## src/rtl/fpu_pkg.sv

```systemverilog
// Shared definitions for the FPU dispatch initiator.
// Holds the funct-field bit positions, the operation classes produced by
// the funct decoder, and the state encoding of the issue controller.
package fpu_pkg;

  localparam int FUNCT_W = 5;

  // Bit positions inside the 5-bit funct code.  With FN_EXT clear the low
  // four bits select the binary arithmetic ops; with FN_EXT set bits 3..1
  // select the unary ops (priority sqrt > itof > ftoi) and bit 0 selects
  // fless over feq when no unary bit is set.
  localparam int FN_ADD  = 0;
  localparam int FN_SUB  = 1;
  localparam int FN_MUL  = 2;
  localparam int FN_DIV  = 3;
  localparam int FN_EXT  = 4;
  localparam int FN_SQRT = 3;
  localparam int FN_ITOF = 2;
  localparam int FN_FTOI = 1;
  localparam int FN_LESS = 0;

  typedef enum logic [1:0] {
    OP_ARITH,
    OP_CMP,
    OP_ILLEGAL
  } op_class_e;

  typedef enum logic [2:0] {
    ST_IDLE,
    ST_WAIT_IDLE,
    ST_ISSUE,
    ST_CMP,
    ST_WAIT_RES,
    ST_WB
  } issue_state_e;

endpackage

```

## src/rtl/fpu_funct_decode.sv

```systemverilog
// Combinational funct classifier.
// Ports:
//   funct    - 5-bit FPU funct code from decode
//   op_class - OP_ARITH (multi-cycle unit, result on fpu_y),
//              OP_CMP (single-cycle compare, result on fpu_inst_y),
//              OP_ILLEGAL (no operation selected)
module fpu_funct_decode
  import fpu_pkg::*;
(
  input  logic [FUNCT_W-1:0] funct,
  output op_class_e          op_class
);

  logic binary_sel;
  logic unary_sel;

  always_comb begin
    binary_sel = funct[FN_ADD] | funct[FN_SUB] | funct[FN_MUL] | funct[FN_DIV];
    unary_sel  = funct[FN_SQRT] | funct[FN_ITOF] | funct[FN_FTOI];
    op_class   = OP_ILLEGAL;
    if (funct[FN_EXT]) begin
      // fless/feq differ only in FN_LESS, which the FPU decodes itself.
      op_class = unary_sel ? OP_ARITH : OP_CMP;
    end else if (binary_sel) begin
      op_class = OP_ARITH;
    end
  end

endmodule

```

## src/rtl/fpu_issue.sv

```systemverilog
// Initiator side of the FPU dispatch interface.
// Accepts one FP instruction at a time from decode, drives it to the FPU,
// waits for the result and hands it back on a writeback port.
// Ports:
//   clk, rstn             - clock, synchronous active-low reset
//   req_valid/req_ready   - decode handshake; ready only in IDLE
//   req_funct/x1/x2/rd    - instruction funct, operands, destination tag
//   wb_valid/wb_ready     - writeback handshake
//   wb_data/wb_rd/wb_err  - result, tag, illegal-funct or timeout flag
//   fpu_funct/x1/x2       - operands to the FPU, held while busy
//   fpu_en                - one-cycle start pulse for multi-cycle ops
//   fpu_y/fpu_valid       - multi-cycle result and its strobe
//   fpu_inst_y            - combinational compare result
//   fpu_idle              - every FPU unit idle; gates the start pulse
//   busy                  - controller not in IDLE
module fpu_issue
  import fpu_pkg::*;
#(
  parameter int TAG_W   = 6,
  parameter int CMP_LAT = 1,
  parameter int TIMEOUT = 1024
) (
  input  logic               clk,
  input  logic               rstn,
  input  logic               req_valid,
  output logic               req_ready,
  input  logic [FUNCT_W-1:0] req_funct,
  input  logic [31:0]        req_x1,
  input  logic [31:0]        req_x2,
  input  logic [TAG_W-1:0]   req_rd,
  output logic               wb_valid,
  input  logic               wb_ready,
  output logic [31:0]        wb_data,
  output logic [TAG_W-1:0]   wb_rd,
  output logic               wb_err,
  output logic [FUNCT_W-1:0] fpu_funct,
  output logic [31:0]        fpu_x1,
  output logic [31:0]        fpu_x2,
  output logic               fpu_en,
  input  logic [31:0]        fpu_y,
  input  logic [31:0]        fpu_inst_y,
  input  logic               fpu_valid,
  input  logic               fpu_idle,
  output logic               busy
);

  // Counter value seen in the last allowed cycle of a waiting state.
  localparam logic [15:0] TO_LAST  = 16'(TIMEOUT - 1);
  localparam logic [15:0] CMP_LAST = 16'(CMP_LAT);

  issue_state_e state_q, state_d;
  op_class_e    op_class;

  logic [FUNCT_W-1:0] funct_q;
  logic [31:0]        x1_q;
  logic [31:0]        x2_q;
  logic [TAG_W-1:0]   rd_q;
  logic [31:0]        res_q;
  logic               err_q;
  logic [15:0]        cnt_q;
  logic               to_hit;
  logic               cmp_hit;
  logic               accept;

  fpu_funct_decode u_decode (
    .funct    (req_funct),
    .op_class (op_class)
  );

  assign accept  = (state_q == ST_IDLE) && req_valid;
  assign to_hit  = (cnt_q == TO_LAST);
  assign cmp_hit = (cnt_q == CMP_LAST);

  // State register
  always_ff @(posedge clk) begin
    if (!rstn) state_q <= ST_IDLE;
    else       state_q <= state_d;
  end

  // Next-state logic
  always_comb begin
    state_d = state_q;
    unique case (state_q)
      ST_IDLE: begin
        if (req_valid) begin
          unique case (op_class)
            OP_ILLEGAL: state_d = ST_WB;
            OP_CMP:     state_d = ST_CMP;
            default:    state_d = ST_WAIT_IDLE;
          endcase
        end
      end
      ST_WAIT_IDLE: begin
        if (fpu_idle)    state_d = ST_ISSUE;
        else if (to_hit) state_d = ST_WB;
      end
      ST_ISSUE:    state_d = ST_WAIT_RES;
      ST_CMP:      if (cmp_hit) state_d = ST_WB;
      // A result arriving in the expiry cycle still counts as a result.
      ST_WAIT_RES: if (fpu_valid || to_hit) state_d = ST_WB;
      ST_WB:       if (wb_ready) state_d = ST_IDLE;
      default:     state_d = ST_IDLE;
    endcase
  end

  // Outputs; FPU operands and writeback fields are forced to zero when not
  // meaningful so nothing stale leaks out after reset or between ops.
  always_comb begin
    req_ready = (state_q == ST_IDLE);
    busy      = (state_q != ST_IDLE);
    fpu_en    = (state_q == ST_ISSUE);
    wb_valid  = (state_q == ST_WB);
    wb_data   = '0;
    wb_rd     = '0;
    wb_err    = 1'b0;
    fpu_funct = '0;
    fpu_x1    = '0;
    fpu_x2    = '0;
    if (state_q != ST_IDLE) begin
      fpu_funct = funct_q;
      fpu_x1    = x1_q;
      fpu_x2    = x2_q;
    end
    if (state_q == ST_WB) begin
      wb_data = res_q;
      wb_rd   = rd_q;
      wb_err  = err_q;
    end
  end

  // Wait counter: restarts on every state change, saturates at all-ones.
  always_ff @(posedge clk) begin
    if (!rstn)                   cnt_q <= '0;
    else if (state_d != state_q) cnt_q <= '0;
    else if (cnt_q != 16'hFFFF)  cnt_q <= cnt_q + 16'd1;
  end

  // Error flag
  always_ff @(posedge clk) begin
    if (!rstn) begin
      err_q <= 1'b0;
    end else begin
      unique case (state_q)
        ST_IDLE:      if (req_valid) err_q <= (op_class == OP_ILLEGAL);
        ST_WAIT_IDLE: if (!fpu_idle && to_hit) err_q <= 1'b1;
        ST_WAIT_RES:  if (!fpu_valid && to_hit) err_q <= 1'b1;
        default:      err_q <= err_q;
      endcase
    end
  end

  // Operand and result registers; only read while busy, so no reset.
  // res_q starts at zero on accept so error writebacks carry zero data.
  always_ff @(posedge clk) begin
    if (accept) begin
      funct_q <= req_funct;
      x1_q    <= req_x1;
      x2_q    <= req_x2;
      rd_q    <= req_rd;
      res_q   <= '0;
    end else if (state_q == ST_WAIT_RES && fpu_valid) begin
      res_q <= fpu_y;
    end else if (state_q == ST_CMP && cmp_hit) begin
      res_q <= fpu_inst_y;
    end
  end

endmodule

```

## config.mk

```make
export PLATFORM = sky130hd
export DESIGN_NAME = fpu_issue
export DESIGN_NICKNAME = d
export VERILOG_FILES = /design/src/rtl/fpu_pkg.sv /design/src/rtl/fpu_funct_decode.sv /design/src/rtl/fpu_issue.sv
export SDC_FILE = /design/constraint.sdc
export NUM_CORES = 1
export LEC_CHECK = 0
export CAP_MARGIN = 20
export CORE_MARGIN = 8
export CORE_UTILIZATION = 63
export DETAILED_ROUTE_END_ITERATION = 6
export DONT_BUFFER_PORTS = 1
export PLACE_DENSITY = 0.79
export SKIP_LAST_GASP = 1
export SYNTH_ARGS = -nofsm -noshare
export SYNTH_HDL_FRONTEND = slang
export SYNTH_SLANG_ARGS = --single-unit
export TNS_END_PERCENT = 20
```

## constraint.sdc

```tcl
create_clock -name clk -period 4.19 [get_ports clk]
set_input_delay 0.419 -clock clk [delete_from_list [all_inputs] [get_ports clk]]
set_output_delay 0.419 -clock clk [all_outputs]
set_load 0.01 [all_outputs]
```

==> flow_metrics.py <==
metrics = {
    "yosys": {
        "yosys_warnings": 0,
        "yosysTopAreaCell": "edfxtp_1",
        "synthesis.nets": 644,
        "syn_avg_cell_area_um2": 11.4,
        "synth_edf_count": 75,
        "synthTopCellsByArea": "edfxtp_1 40%, dfxtp_1 18%, and2_1 12%",
        "syn_inst": 497,
        "synthTopCellsByCount": "108 x and2_1, 75 x edfxtp_1, 52 x dfxtp_1",
        "synthDistinctLibCells": 46,
        "yosysMostFrequentCell": "and2_1",
        "synth-seq-area-share_pct": 58.0,
        "syn_area_mm2": 0.00568,
        "ys.flop_type": "edfxtp_1",
        "synth-async-reset-ratio_pct": 0,
        "synth_top_area_share_pct": 39.7,
        "ys_ff_latch": 127,
    },
    "placement": {
        "gp_congestion": 0.860,
        "io_buffers": 0,
        "hpwl_um": 10300,
        "post_dp_cell_area_mm2": 0.00566,
    },
    "worst_setup_path": {
        "cp.required_ns": 4.60,
        "crit_fanout": 76,
        "critPathArrivalTime_ns": 3.26,
        "crit_path_end_kind": "register",
        "worstSetupPathType": "reg2reg",
        "worstSetupStartpointType": "register",
    },
    "die": {
        "row_count": 34,
        "dieArea_mm2": 0.0123,
        "core_area_mm2": 0.00872,
        "fp.dieW_um": 111,
        "dieHeight_um": 111,
        "ios": 257,
        "initial_core_util_pct": 65.1,
    },
    "layout": {
        "fin_nets": 710,
        "antennaDiodeCount": 0,
        "fillers": 467,
        "layout-drive-gt1-share_pct": 7.99,
        "post-route-cell-area_mm2": 0.00700,
        "synthToLayoutAreaGrowth_pct": 23.3,
    },
    "sta": {
        "drv_slew": 0,
        "rsz0062_at_grt": "false",
        "timing.fmax_mhz": 350,
        "min_period_over_period_pct": 68.1,
        "fin_setup_tns_ns": 0,
        "holdWs_ns": 0.104,
        "hold_violations": 0,
        "relSlewSlack_pct": 34.8,
        "setup_viol": 0,
        "final.min_clock_period_ns": 2.85,
        "skew_ns": 0.0132,
        "tightest_slew_ns": 0.978,
    },
    "clock_tree": {
        "cts_made_buffers": 17,
        "htree_levels": 4,
        "clk_root_buffer_cell": "clkbuf_8",
        "cts_sinks": 127,
        "clockBufferDepth": 2,
        "clk_latency_ns": 0.52,
        "tritoncts": "done",
        "cts.reportedPaths.clkPinSlew_ns": 0.06,
    },
    "routing": {
        "drc": 0,
        "first_pass_iters": 5,
        "vias": 4175,
        "viasPerCell": 6.10,
        "drt_iter0_drc": 297,
        "ant_nets": 0,
        "routed_wl_um": 16400,
        "wl_per_cell_um": 23.9,
    },
    "global_routing": {
        "first_global_vias": 4136,
        "grt_max_degree": 77,
        "grt_pass1_wl_um": 24500,
        "grt_overflow_total": 0,
        "grt_antenna_before_repair": 0,
        "grt.total_usage_pct": 25.6,
    },
    "power": {
        "irDropWorstVdd_mv": 0.375,
        "powerDensity_mw_per_mm2": 537,
        "leakage_uw": 0.00248,
    },
    "status": {
        "status": "finished, final reports clean",
    },
    "job": {
        "cap_viol_max_count": 0,
    },
    "hold_path": {
        "hp-class": "in2reg",
    },
}
-- logic make-up (layout without fill, tap and decap cells) --
kind of cell / after synthesis / count (layout) / share of synthesized area [%]
compound gates: 91 / 91 / 8.93
xor+xnor: 9 / 9 / 1.39
fa+ha+maj: 2 / 2 / 0.441
buf+inv: 40 / 119 / 3.84
flops: 127 / 127 / 58.0
mux: 35 / 35 / 6.17
simple gates: 193 / 193 / 21.2
-- registers in the layout, summed over array words and instances (netlist names) --
| name | flops |
|---|---|
| rd_q | 6 |
| funct_q | 5 |
| res_q | 32 |
| state_q | 3 |
| err_q | 1 |
| x1_q | 32 |
| x2_q | 32 |
| cnt_q | 16 |
-- cell type report --
class / instances / area [um2] / share of cell area (%)
clock buffer: 17 / 414 / 5.92
tap: 108 / 135 / 1.93
multi-input combinational: 330 / 2170 / 31.0
clock inverter: 15 / 173 / 2.47
sequential: 127 / 3290 / 47.0
inverter: 8 / 30.0 / 0.429
timing repair buffer: 79 / 788 / 11.3
-- worst max-delay path: stages (launching register included) --
cell and delay, ns:
dfxtp_1 0.47, or3_1 0.44, inv_1 0.20, nand2_2 0.35
inv_2 0.15, buf_4 0.71, a21oi_1 0.12, mux2i_1 0.20
nor2_1 0.06
-- final timing paths --
check             startpoint        end  slack, ns  depth (start not counted)
hold / removal     fpu_y[18]  res_q[18]       0.10                          2
hold reg to reg    res_q[29]  res_q[29]       0.54                          2
setup reg to reg  state_q[0]      err_q       1.34                          8
setup / recovery  state_q[0]      err_q       1.34                          8
-- metrics by stage --
| step | std cells | util (%) | power (uW) | setup slack (ns) |
|---|---|---|---|---|
| global placement | 576 | 64.8 | 2200 | 1.43 |
| detailed placement | 577 | 64.9 | 2230 | 1.36 |
| global route | 684 | 80.3 | 3900 | 1.13 |
| floorplan | 497 | - | 2110 | 0.650 |
| finish | 684 | 80.3 | 3760 | 1.34 |
| CTS | 684 | 80.3 | 3730 | 1.35 |
-- layout by cell type, fill, tap and decap left out, drive strengths merged, types with 2 or more instances in the layout --
cell type	instances
and2	108
edfxtp	75
dlygate4sd3	75
dfxtp	52
a21oi	40
o21ai	39
mux2i	35
nor3	19
clkbuf	17
inv	17
nand4	10
nand2	10
nand3	8
xor2	7
nor2	6
and3	6
or3	4
and4	4
buf	4
nor4	4
or4	3
or3b	3
clkinv	3
nand2b	2
nor2b	2
a21o	2
xnor2	2
ha	2
bufinv	2
o2111ai	2
-- per-layer routing --
metal | up-vias | track usage (%) | routed length [um]
li1 | 1927 | - | -
met4 | 0 | 8.74 | 323
met3 | 25 | 10.9 | 1670
met5 | - | 0 | 0
met1 | 1969 | 26.0 | 5690
met2 | 254 | 46.0 | 8700
-- power by group --
| group | internal [uW] | switching (uW) | leakage [uW] |
|---|---|---|---|
| sequential | 1530 | 85.0 | 0.00114 |
| combinational | 234 | 436 | 0.00106 |
| clock | 867 | 600 | 0.000286 |
| total | 2630 | 1120 | 0.00248 |
-- what timing repair did --
item	CTS	global route
setup buffers	0	0
resized for setup	0	0
endpoints found under the setup margin	0	0
hold buffers	75	0
hold endpoints to repair	75	0
No activity file was read; power rests on OpenSTA's default activity.
